## src/rtl/stack_sequencer.sv

```systemverilog
// -----------------------------------------------------------------------------
// stack_sequencer
//
// Sequences single-word instructions onto an external stack and ALU.
//   PUSH  : one push strobe carrying the 16-bit immediate.
//   POP   : one pop strobe.
//   binary: pop B (top), pop A (next), run A op B through the ALU and push
//           the result back, so occupancy drops by one overall.
// The sequencer keeps its own copy of the stack occupancy (depth) and uses it
// to drop underflowing / overflowing / illegal instructions without touching
// the stack.
//
// Build option:
//   STACK_SEQ_FAULT_EN  defined   -> offending instructions raise a sticky
//                                    fault (fault/fault_code) that blocks
//                                    instr_ready until fault_clr.
//                       undefined -> offending instructions are dropped
//                                    silently; fault outputs are tied low.
//
// Ports:
//   clock, reset            rising-edge clock, asynchronous active-high reset
//   instr_valid/instr/      instruction handshake; opcode instr[31:26],
//   instr_ready             immediate instr[15:0]
//   stk_push/stk_pop/       one-cycle stack strobes and push data
//   stk_wdata
//   stk_rdata               combinational top-of-stack from the stack
//   alu_op/alu_a/alu_b      ALU select and operands
//   alu_result              combinational ALU result
//   busy                    sequencer is not idle
//   depth                   current stack occupancy
//   fault/fault_code        sticky error flag and cause (01 underflow,
//                           10 overflow, 11 illegal opcode)
//   fault_clr               clears the fault
// -----------------------------------------------------------------------------
module stack_sequencer #(
  parameter int DEPTH = 16,
  parameter int DW    = 16
) (
  input  logic                   clock,
  input  logic                   reset,
  input  logic                   instr_valid,
  input  logic [31:0]            instr,
  output logic                   instr_ready,
  output logic                   stk_push,
  output logic                   stk_pop,
  output logic [DW-1:0]          stk_wdata,
  input  logic [DW-1:0]          stk_rdata,
  output logic [3:0]             alu_op,
  output logic [DW-1:0]          alu_a,
  output logic [DW-1:0]          alu_b,
  input  logic [DW-1:0]          alu_result,
  output logic                   busy,
  output logic [$clog2(DEPTH):0] depth,
  output logic                   fault,
  output logic [1:0]             fault_code,
  input  logic                   fault_clr
);

  localparam int                 DEPTH_W    = $clog2(DEPTH) + 1;
  localparam logic [DEPTH_W-1:0] DEPTH_FULL = DEPTH_W'(DEPTH);

  localparam logic [5:0] OPC_PUSH = 6'h01;
  localparam logic [5:0] OPC_POP  = 6'h02;
  localparam logic [5:0] OPC_ADD  = 6'h03;
  localparam logic [5:0] OPC_OR   = 6'h04;
  localparam logic [5:0] OPC_SUB  = 6'h05;
  localparam logic [5:0] OPC_SLT  = 6'h06;
  localparam logic [5:0] OPC_NOR  = 6'h07;

  localparam logic [3:0] ALU_NONE = 4'b0000;
  localparam logic [3:0] ALU_ADD  = 4'b0010;
  localparam logic [3:0] ALU_OR   = 4'b0001;
  localparam logic [3:0] ALU_SUB  = 4'b0110;
  localparam logic [3:0] ALU_SLT  = 4'b0111;
  localparam logic [3:0] ALU_NOR  = 4'b1100;

  localparam logic [1:0] ERR_NONE      = 2'b00;
  localparam logic [1:0] ERR_UNDERFLOW = 2'b01;
  localparam logic [1:0] ERR_OVERFLOW  = 2'b10;
  localparam logic [1:0] ERR_ILLEGAL   = 2'b11;

  typedef enum logic [2:0] {
    S_IDLE,
    S_PUSH,
    S_POP,
    S_POP_A,
    S_POP_B,
    S_EXEC,
    S_PUSH_R
  } state_t;

  state_t             state;
  state_t             state_next;
  logic [DW-1:0]      imm_q;
  logic [DW-1:0]      a_q;
  logic [DW-1:0]      b_q;
  logic [DW-1:0]      r_q;
  logic [3:0]         op_q;
  logic [DEPTH_W-1:0] depth_q;

  logic               is_push;
  logic               is_pop;
  logic               is_bin;
  logic [3:0]         bin_op;
  logic [1:0]         err_code;
  logic               accept;
  logic               go;

  // Only the opcode and immediate fields carry meaning.
  logic unused_instr_bits;
  assign unused_instr_bits = ^instr[25:16];

  // ---------------------------------------------------------------------------
  // Instruction decode and admission check against the current occupancy.
  // ---------------------------------------------------------------------------
  // NOTE: every always_comb output gets a default first so no path can leave
  // it unassigned and infer a latch.
  always_comb begin
    is_push = 1'b0;
    is_pop  = 1'b0;
    is_bin  = 1'b0;
    bin_op  = ALU_NONE;
    case (instr[31:26])
      OPC_PUSH: is_push = 1'b1;
      OPC_POP:  is_pop  = 1'b1;
      OPC_ADD:  begin is_bin = 1'b1; bin_op = ALU_ADD; end
      OPC_OR:   begin is_bin = 1'b1; bin_op = ALU_OR;  end
      OPC_SUB:  begin is_bin = 1'b1; bin_op = ALU_SUB; end
      OPC_SLT:  begin is_bin = 1'b1; bin_op = ALU_SLT; end
      OPC_NOR:  begin is_bin = 1'b1; bin_op = ALU_NOR; end
      default:  ;
    endcase
  end

  always_comb begin
    err_code = ERR_NONE;
    if (!(is_push || is_pop || is_bin))       err_code = ERR_ILLEGAL;
    else if (is_push && depth_q == DEPTH_FULL) err_code = ERR_OVERFLOW;
    else if (is_pop && depth_q == '0)          err_code = ERR_UNDERFLOW;
    else if (is_bin && depth_q < DEPTH_W'(2))  err_code = ERR_UNDERFLOW;
  end

  // An accepted instruction with an error is consumed but starts nothing.
  assign accept = instr_valid && instr_ready;
  assign go     = accept && (err_code == ERR_NONE);

  // ---------------------------------------------------------------------------
  // Next-state logic.
  // ---------------------------------------------------------------------------
  always_comb begin
    state_next = state;
    unique case (state)
      S_IDLE: begin
        if (go) begin
          if (is_push)     state_next = S_PUSH;
          else if (is_pop) state_next = S_POP;
          else             state_next = S_POP_A;
        end
      end
      S_PUSH, S_POP, S_PUSH_R: state_next = S_IDLE;
      S_POP_A:                 state_next = S_POP_B;
      S_POP_B:                 state_next = S_EXEC;
      S_EXEC:                  state_next = S_PUSH_R;
      default:                 state_next = S_IDLE;
    endcase
  end

  // ---------------------------------------------------------------------------
  // Outputs decoded from the state; the data paths come from registers so
  // all of them fall to zero the moment reset is applied.
  // ---------------------------------------------------------------------------
  assign busy      = (state != S_IDLE);
  assign stk_push  = (state == S_PUSH) || (state == S_PUSH_R);
  assign stk_pop   = (state == S_POP) || (state == S_POP_A) || (state == S_POP_B);
  assign stk_wdata = (state == S_PUSH)   ? imm_q :
                     (state == S_PUSH_R) ? r_q   : '0;
  assign alu_op    = (state == S_EXEC || state == S_PUSH_R) ? op_q : ALU_NONE;
  assign alu_a     = a_q;
  assign alu_b     = b_q;
  assign depth     = depth_q;

  // ---------------------------------------------------------------------------
  // State, operand and occupancy registers.
  // ---------------------------------------------------------------------------
  // NOTE: sequential state uses non-blocking assignments so every register
  // samples pre-edge values regardless of statement order.
  always_ff @(posedge clock or posedge reset) begin
    if (reset) begin
      // NOTE: the operand/result registers are reset too, because alu_a,
      // alu_b and stk_wdata must read zero during reset.
      state   <= S_IDLE;
      imm_q   <= '0;
      a_q     <= '0;
      b_q     <= '0;
      r_q     <= '0;
      op_q    <= ALU_NONE;
      depth_q <= '0;
    end else begin
      state <= state_next;
      if (go) begin
        imm_q <= DW'(instr[15:0]);
        op_q  <= bin_op;
      end
      // Top of stack is read before the pop strobe takes effect: the first
      // pop yields the right operand, the second the left.
      if (state == S_POP_A) b_q <= stk_rdata;
      if (state == S_POP_B) a_q <= stk_rdata;
      if (state == S_EXEC)  r_q <= alu_result;
      if (stk_push)         depth_q <= depth_q + DEPTH_W'(1);
      else if (stk_pop)     depth_q <= depth_q - DEPTH_W'(1);
    end
  end

  // ---------------------------------------------------------------------------
  // Fault reporting.
  // ---------------------------------------------------------------------------
`ifdef STACK_SEQ_FAULT_EN
  logic       fault_q;
  logic [1:0] fault_code_q;

  // fault_clr wins over a coinciding instruction by holding ready low.
  assign instr_ready = (state == S_IDLE) && !fault_q && !fault_clr;
  assign fault       = fault_q;
  assign fault_code  = fault_code_q;

  always_ff @(posedge clock or posedge reset) begin
    if (reset) begin
      fault_q      <= 1'b0;
      fault_code_q <= ERR_NONE;
    end else if (fault_clr) begin
      fault_q      <= 1'b0;
      fault_code_q <= ERR_NONE;
    end else if (accept && err_code != ERR_NONE) begin
      fault_q      <= 1'b1;
      fault_code_q <= err_code;
    end
  end
`else
  logic unused_fault_clr;
  assign unused_fault_clr = fault_clr;

  assign instr_ready = (state == S_IDLE);
  assign fault       = 1'b0;
  assign fault_code  = ERR_NONE;
`endif

endmodule

```

## config.mk

```make
export PLATFORM = sky130hd
export DESIGN_NAME = stack_sequencer
export DESIGN_NICKNAME = d
export VERILOG_FILES = /design/src/rtl/stack_sequencer.sv
export SDC_FILE = /design/constraint.sdc
export NUM_CORES = 1
export LEC_CHECK = 0
export ABC_CLOCK_PERIOD_IN_PS = 2960
export CAP_MARGIN = 25
export CORE_MARGIN = 3
export CORE_UTILIZATION = 40
export CTS_CLUSTER_DIAMETER = 80
export DETAILED_ROUTE_END_ITERATION = 10
export PLACE_DENSITY = 0.74
export SYNTH_ARGS = -nofsm -noshare
export SYNTH_HDL_FRONTEND = slang
export SYNTH_SLANG_ARGS = --single-unit
```

## constraint.sdc

```tcl
create_clock -name clock -period 2.96 [get_ports clock]
set_input_delay 0.296 -clock clock [delete_from_list [all_inputs] [get_ports clock]]
set_output_delay 0.296 -clock clock [all_outputs]
set_load 0.05 [all_outputs]
```

==> reports/metrics.csv <==
metric,value,unit
status,completed,
fin_tns_setup,0,ns
drive_above_1_share,24.7,%
fp.dieW,98.6,µm
stdcell_count,478,
numCtsBuffers,9,
arrival,2.59,ns
antenna_found_initial,0,
die_area,0.00972,mm²
crit_family,flip-flops,
synth_area,0.00343,mm²
seq_area,0.00190,mm²
diodes,0,
htree_levels,3,
drc,0,
rr_endpoint,depth[4]$_DFFE_PP0P_,
timing.setup.critical_path_class,flop to flop,
rr_worst_depth,9,
leakage,0.00220,µW
timing.fmax,430,MHz
crit_path_end_kind,flop,
drtIter0Drc,56,
crit_chain,and3b_1 > nor2_1 > buf_4 > inv_1 > fa_1 > nand2b_1 > a21oi_1 > mux2i_1 > xor2_1,
io-pin-count,132,
wirelength,7820,µm
multiInputGateArea,0.00142,mm²
hold_viol,0,
regToRegSetupSlack,0.64,ns
cap_violations,0,
grt_usage,17.0,%
worst-path-max-fanout,8,
insertion_delay,0.34,ns
gp_congestion,0.761,
synth.distinct_cells,42,
maxSlewViolCount,0,
crit_path_end,depth[4]$_DFFE_PP0P_,
hpwl,5600,µm
cts_setup_buffers,0,
min_path_type,input port to asynchronous set/reset pin,
postCtsHoldBufs,0,
clk_pin_slew,0.08,ns
p_per_area,1190,mW/mm²
grt_pass1_vias,2606,
fin_crit,2.32,ns
final_util,59.8,%
grt_max_degree,33,
final.period_utilization,78.5,%
worstMarginPinSlew,0.531,ns
syn_avg_cell_area,14.2,µm²
cts_sinks,76,
startpoint_type,flop,
yosys_warnings,0,
yosysSeqAreaShare,55.4,%
ir_drop,0.000708,V
worstReg2RegStart,state[0]$_DFFE_PP0P_,
setup_viol,0,
worstPathRequired,3.23,ns
highest_layer,met4,
rsz0062_at_grt,no,
route.vias.total,2392,
core_area,0.00826,mm²
vias_per_cell,5.00,
clockBufferDepth,2,
slowest_stage,dfrtp_1,
worst_path_largest_cell_delay,0.55,ns
synth-seq-cells,76,
nNetsFinal,440,
dr.pass1.iters,4,
cts_tree,built,
wl_met3,930,µm
area_delta_synth_final,43.9,%
slew_headroom,64.5,%
crit_path_start,state[0]$_DFFE_PP0P_,
portBuffers,117,
wl_met1,3320,µm
worst-path-stages,9,
die_h,98.6,µm
clock_skew,0.0112,ns
root_buffer,clkbuf_8,
dp_cells,462,
wl_met2,3470,µm
antenna_left,0,
synth_cells,242,
path_buf_inv,2,
rows,33,
post_cts_resized,0,
grt_pass1_wl,13100,µm
fillers,686,
wl_per_cell,16.4,µm
start_util,41.5,%
grt-ovfl-total,0,
sequential cells by signal (all words and copies together) (netlist names):
| signal | count |
|---|---|
| alu_b | 16 |
| imm_q | 16 |
| depth | 5 |
| state | 3 |
| r_q | 16 |
| alu_a | 16 |
| op_q | 4 |
Yosys cell counts (all sizes together):
library cell | instances | area (µm²)
nand3 | 2 | 10.0
and2 | 4 | 25.0
nand2b | 1 | 6.26
nand2 | 8 | 30.0
conb | 1 | 3.75
nor3 | 3 | 31.3
nor3b | 2 | 31.3
ha | 3 | 37.5
mux2i | 1 | 10.0
clkbuf | 3 | 11.3
or3b | 1 | 8.76
and3b | 1 | 8.76
a311oi | 1 | 8.76
and3 | 1 | 6.26
fa | 1 | 20.0
nand3b | 1 | 7.51
nor2 | 7 | 26.3
o211ai | 1 | 12.5
xor2 | 3 | 26.3
mux2 | 68 | 833
o2111ai | 1 | 8.76
a21o | 3 | 23.8
a2bb2oi | 1 | 8.76
inv | 8 | 30.0
a21oi | 6 | 33.8
dfrtp | 76 | 1900
buf | 11 | 83.8
o21ai | 4 | 20.0
a22o | 16 | 140
xnor2 | 1 | 8.76
or4b | 1 | 10.0
or2 | 1 | 6.26
metrics by stage:
step / hold WS (ns) / cell area [µm²] / total power, µW / setup slack, ns
after CTS: 0.303 / 4940 / 5950 / 0.619
final: 0.319 / 4940 / 5870 / 0.635
after global placement: 0.460 / 4710 / 4970 / 0.663
after floorplan: 0.428 / 3440 / 4010 / 0.387
after detailed placement: 0.474 / 4710 / 5040 / 0.669
after global routing: 0.345 / 4940 / 6210 / 0.415
per-layer routing:
layer	up-vias	GRT usage (%)
met4	0	6.30
met3	10	7.86
li1	1111	-
met1	1162	21.0
met5	-	0
met2	109	26.1
final cells by class:
type | count | area share [%]
sequential | 76 | 38.5
multi-input combinational | 146 | 28.7
timing repair buffer | 127 | 24.9
clock buffer | 10 | 2.79
tap | 105 | 2.66
clock inverter | 6 | 1.77
inverter | 8 | 0.608
cell usage in the layout, fill, tap and decap left out, types with 2 or more instances in the layout:
master	count
mux2_2	15
a21o_1	2
xor2_1	3
inv_1	5
buf_12	3
nand3_1	2
a21oi_1	5
ha_1	3
conb_1	3
mux2_1	35
clkbuf_8	10
o21ai_0	4
nor2_1	7
bufinv_16	2
a22o_1	16
dfrtp_1	76
buf_4	29
clkinvlp_4	3
inv_2	3
and2_1	4
mux2_4	18
nand2_1	8
clkdlybuf4s50_1	95
report_power, final:
part	switching [µW]	internal (µW)
Clock	374	496
Combinational	1870	1260
Sequential	322	1540
logic make-up (layout without fill, tap and decap cells):
family                   after synthesis  after routing  synth area share (%)
AO/OA/AOI/OAI                         33             33                  7.48
XOR/XNOR                               4              4                  1.02
adder cells (fa/ha/maj)                4              4                  1.68
other                                  1              3                 0.109
flip-flops                            76             76                  55.4
AND/OR/NAND/NOR                       33             33                  6.05
multiplexers                          69             69                  24.6
buffers and inverters                 22            151                  3.65
worst min path at each step:
stage,from,end,slack (ns),cells after the start
2_1_floorplan,stk_rdata[0],alu_b[0]$_DFFE_PP0P_,0.43,1
3_3_place_gp,op_q[3]$_DFFE_PP0P_,op_q[3]$_DFFE_PP0P_,0.46,1
3_5_place_dp,alu_a[6]$_DFFE_PP0N_,alu_a[6]$_DFFE_PP0N_,0.47,1
4_1_cts,reset,r_q[10]$_DFFE_PP0N_,0.30,2
5_1_grt,reset,imm_q[11]$_DFFE_PP0P_,0.34,2
6_report,reset,r_q[0]$_DFFE_PP0N_,0.32,2
Note: power is estimated with default switching activity, not from simulation.
